<file path="src/rtl/parking_controller.sv">
// Entrance-lane parking controller: password gate with retry lockout, timed gate
// window and a saturating occupancy counter shared with an independent exit lane.
module parking_controller #(
  parameter int                CAPACITY    = 100,
  parameter int                CNT_W       = 7,
  parameter int                PASS_W      = 4,
  parameter logic [PASS_W-1:0] PASSWORD    = 4'b1011,
  parameter int                MAX_TRIES   = 3,
  parameter int                LOCK_CYCLES = 16,
  parameter int                GATE_CYCLES = 4
) (
  input  logic              clk,
  input  logic              reset_n,
  input  logic              sensor_entrance,
  input  logic              sensor_exit,
  input  logic              pass_valid,
  input  logic [PASS_W-1:0] password,
  output logic              GREEN_LED,
  output logic              RED_LED,
  output logic              FULL,
  output logic              LOCKED,
  output logic [CNT_W-1:0]  occupancy
);

  localparam int TMAX    = (LOCK_CYCLES > GATE_CYCLES) ? LOCK_CYCLES : GATE_CYCLES;
  localparam int TIMER_W = (TMAX > 1) ? $clog2(TMAX) : 1;
  localparam int TRY_W   = $clog2(MAX_TRIES + 1);

  typedef enum logic [2:0] {
    IDLE       = 3'd0,
    WAIT_PASS  = 3'd1,
    WRONG_PASS = 3'd2,
    GATE_OPEN  = 3'd3,
    LOCKOUT    = 3'd4
  } state_t;

  state_t             state_q, state_d;
  logic [TIMER_W-1:0] timer_q, timer_d;
  logic [TRY_W-1:0]   tries_q, tries_d;
  logic [CNT_W-1:0]   occ_q, occ_d;
  logic               prev_ent_q, prev_exit_q;

  logic entry_rise, exit_rise, full, inc, dec;

  assign entry_rise = sensor_entrance & ~prev_ent_q;
  assign exit_rise  = sensor_exit & ~prev_exit_q;
  assign full       = (occ_q == CNT_W'(CAPACITY));
  assign dec        = exit_rise & (occ_q != '0);

  always_ff @(posedge clk or negedge reset_n) begin
    if (!reset_n) begin
      state_q     <= IDLE;
      timer_q     <= '0;
      tries_q     <= '0;
      occ_q       <= '0;
      prev_ent_q  <= 1'b0;
      prev_exit_q <= 1'b0;
    end else begin
      state_q     <= state_d;
      timer_q     <= timer_d;
      tries_q     <= tries_d;
      occ_q       <= occ_d;
      prev_ent_q  <= sensor_entrance;
      prev_exit_q <= sensor_exit;
    end
  end

  always_comb begin
    state_d = state_q;
    timer_d = timer_q;
    tries_d = tries_q;
    inc     = 1'b0;
    case (state_q)
      IDLE: begin
        if (entry_rise && !full) state_d = WAIT_PASS;
      end
      WAIT_PASS, WRONG_PASS: begin
        if (pass_valid) begin
          if (password == PASSWORD) begin
            state_d = GATE_OPEN;
            timer_d = TIMER_W'(GATE_CYCLES - 1);
            tries_d = '0;
            inc     = 1'b1;
          end else if (int'(tries_q) + 1 == MAX_TRIES) begin
            state_d = LOCKOUT;
            timer_d = TIMER_W'(LOCK_CYCLES - 1);
            tries_d = '0;
          end else begin
            state_d = WRONG_PASS;
            tries_d = tries_q + TRY_W'(1);
          end
        end
      end
      GATE_OPEN, LOCKOUT: begin
        if (timer_q == '0) state_d = IDLE;
        else               timer_d = timer_q - TIMER_W'(1);
      end
      default: state_d = IDLE;
    endcase
  end

  // Simultaneous admission and departure cancel out; dec is already gated at zero.
  always_comb begin
    occ_d = occ_q;
    if (inc && !dec)      occ_d = occ_q + CNT_W'(1);
    else if (dec && !inc) occ_d = occ_q - CNT_W'(1);
  end

  assign GREEN_LED = (state_q == GATE_OPEN);
  assign RED_LED   = (state_q == WRONG_PASS) | (state_q == LOCKOUT);
  assign LOCKED    = (state_q == LOCKOUT);
  assign FULL      = full;
  assign occupancy = occ_q;

endmodule

</file>
<file path="config.mk">
export PLATFORM = sky130hd
export DESIGN_NAME = parking_controller
export DESIGN_NICKNAME = d
export VERILOG_FILES = /design/src/rtl/parking_controller.sv
export SDC_FILE = /design/constraint.sdc
export NUM_CORES = 1
export LEC_CHECK = 0
export BUFFER_PORTS_ARGS = -buffer_cell sky130_fd_sc_hd__clkbuf_2
export CORE_MARGIN = 8
export CORE_UTILIZATION = 49
export CTS_BUF_LIST = sky130_fd_sc_hd__clkbuf_2
export CTS_CLUSTER_DIAMETER = 100
export CTS_CLUSTER_SIZE = 30
export DETAILED_ROUTE_END_ITERATION = 8
export PLACE_DENSITY = 0.71
export SLEW_MARGIN = 20
export SYNTH_ARGS = -nofsm -noshare
export SYNTH_HDL_FRONTEND = slang
export SYNTH_SLANG_ARGS = --single-unit
export TNS_END_PERCENT = 100
</file>
<file path="constraint.sdc">
create_clock -name clk -period 6.8 [get_ports clk]
set_input_delay 0.68 -clock clk [delete_from_list [all_inputs] [get_ports clk]]
set_output_delay 0.68 -clock clk [all_outputs]
set_load 0.02 [all_outputs]
</file>
==> flow_summary.json <==
{
  "cts-root-buf": "clkbuf_2",
  "skew_ns": 0.00116,
  "wirelength_um": 2600,
  "slew_violations": 0,
  "rsz0062_at_grt": "false",
  "grt_start_max_net_pins": 19,
  "synth-adder-area-share": 0.0998,
  "num_antenna_cells": 0,
  "arrival_ns": 3.39,
  "fin_util": 0.548,
  "hpwl_um": 2020,
  "nets": 160,
  "drcViolationCount": 0,
  "tns_ns": 0,
  "critical_path_class": "reg2reg",
  "whs_ns": 0.288,
  "coreArea_mm2": 0.00241,
  "io_pins": 20,
  "port_buffers": 19,
  "hold_path_class": "in2async",
  "fin_crit_ns": 3.20,
  "end_kind": "flip-flop",
  "clockBufferDepth": 2,
  "power.density_mw_per_mm2": 457,
  "cap_violations": 0,
  "clkSinkCount": 18,
  "critPathMaxFanout": 7,
  "ys_ff_latch": 18,
  "synthArstFlopShare": 1.00,
  "grt_pass1_vias": 1024,
  "cts-resized-gates": 0,
  "drtAntennaViolNets": 0,
  "crit_chain": "or4_4 > o41ai_1 > ha_1 > inv_1 > fa_1 > a21oi_1 > o21ai_1 > mux2i_1 > o311ai_1 > xor2_1",
  "max-slew-margin-rel": 0.647,
  "start_util": 0.499,
  "netlist_area_mm2": 0.00120,
  "drt_iter0_drc": 47,
  "syn_nets": 141,
  "synth_edf_count": 0,
  "num_vias": 983,
  "hold_buffers": 0,
  "synth_flop_cell": "dfrtp_1",
  "worst_slack_ns": 3.60,
  "status": "complete, no violations",
  "clk-insertion-delay-late_ns": 0.30,
  "clk_pin_slew_ns": 0.17,
  "hold_viol_final": 0,
  "grt.overflow.total": 0,
  "setup.worst_path.start_class": "flip-flop",
  "worstMarginPinSlew_ns": 0.530,
  "fmax_mhz": 313,
  "drtPass1Iterations": 4,
  "setup_viol": 0,
  "grt_usage": 0.138,
  "dieArea_mm2": 0.00430,
  "cts_buffers": 3,
  "required_ns": 6.99,
  "grt_pass1_wl_um": 4660,
  "rows": 18,
  "dieWidth_um": 65.6,
  "synthXorXnorAreaFrac": 0.0437,
  "synth.avg_cell_area_um2": 9.79,
  "synth_cell_types": 42,
  "yosys.area_share.simple": 0.206,
  "layout_common_cells": "clkbuf_2 (22), dfrtp_1 (18), nand2_1 (9)",
  "cts_tree": "yes",
  "antenna_found_initial": 0,
  "avgViaCountPerCell": 5.75,
  "synth_top_family_by_area": "simple AND/OR/NAND/NOR gates",
  "irDropWorstVdd_v": 0.000245,
  "layout_commonest_cell": "clkbuf_2",
  "ys_seq_area_frac": 0.374,
  "wl_per_cell_um": 15.2,
  "cts_setup_buffers": 0,
  "die_h_um": 65.6,
  "cts_max_level": 1,
  "critPathMaxStageDelay_ns": 0.58,
  "crit_path_top_delay_cell": "or4_4",
  "finalWeightedCongestion": 0.769,
  "synthCells": 123,
  "syn2layout_area_growth_pct": 9.77,
  "synthMuxAreaShare": 0.0343,
  "synth_compound_area_frac": 0.189,
  "finalCritPeriodShare": 0.470,
  "synth_warnings": 0,
  "power_leakage_nw": 0.606,
  "fill_cells": 222,
  "drive_gt1_frac": 0.213,
  "dp_slack_ns": 3.60
}
## through the flow
stage | power, mW | instance area [µm²] | instances
after floorplan | 0.482 | 1200 | 123
after detailed placement | 0.561 | 1300 | 167
final | 0.604 | 1320 | 171
after global placement | 0.545 | 1300 | 167
after global routing | 0.668 | 1320 | 171
after CTS | 0.609 | 1320 | 171
## synth_stat cells (all sizes together) (2+ instances only)
cell type	number	area [µm²]
nor3	6	30.0
xnor2	3	26.3
a22o	4	35.0
dfrtp	18	450
nor2b	4	25.0
a21o	2	15.0
or4	2	18.8
clkbuf	2	7.51
buf	3	26.3
nor4	3	18.8
mux2i	3	30.0
nor2	7	26.3
o21ai	9	48.8
inv	8	30.0
ha	8	100
nor3b	3	27.5
nand2b	2	12.5
a21oi	5	25.0
xor2	3	26.3
nand3	2	10.0
o31ai	2	15.0
nand2	9	33.8
## where the power goes
| group | leakage, nW | total, mW | switching (mW) | internal [mW] |
|---|---|---|---|---|
| clock network | 0.0140 | 0.0465 | 0.0337 | 0.0128 |
| registers | 0.217 | 0.215 | 0.0622 | 0.153 |
| logic | 0.375 | 0.343 | 0.188 | 0.155 |
## critical path: cells and delay by family, from the launching register on
kind	cells	cell delay (ns)
AOI/OAI and AO/OA	4	0.78
adders and majority gates	2	0.72
and+or+nand+nor	1	0.58
DFF	1	0.48
muxes	1	0.18
buffers and inverters	1	0.17
xor gates and xnor gates	1	0.17
## sequential cells by signal (all words and copies together), names as in the netlist
signal,count
tries_q,2
prev_ent_q,1
timer_q,4
prev_exit_q,1
occupancy,7
state_q,3
## layer usage
metal	global-route usage	part of all wire
met2	0.245	0.53
met1	0.152	0.42
met4	0.0845	0.020
met5	0	0
met3	0.0170	0.031
## worst paths after layout
check / slack [ns] / from / depth (start not counted) / endpoint
worst max-delay path: 3.60 / occupancy[0] / 10 / occupancy[6]
max in group asynchronous: 6.20 / reset_n / 1 / occupancy[5]
min in group clk: 0.48 / sensor_entrance / 1 / prev_ent_q
worst min register to register: 0.52 / timer_q[0] / 1 / timer_q[0]
worst max register to register: 3.60 / occupancy[0] / 10 / occupancy[6]
worst min-delay path: 0.29 / reset_n / 1 / state_q[0]
## area by class of cell
cell class / count / area, µm² / area share
inverter: 8 / 30.0 / 0.0227
sequential: 18 / 450 / 0.341
multi-input combinational: 92 / 689 / 0.522
clock inverter: 1 / 3.75 / 0.00284
timing repair buffer: 19 / 95.1 / 0.0720
clock buffer: 3 / 15.0 / 0.0114
tap: 30 / 37.5 / 0.0284
## kinds of logic after synthesis
family | count (synthesis)
mux | 4
compound gates | 30
fa+ha+maj | 9
buf+inv | 13
simple gates | 43
flops | 18
xor+xnor | 6
Power figures use the tool's default switching activity.
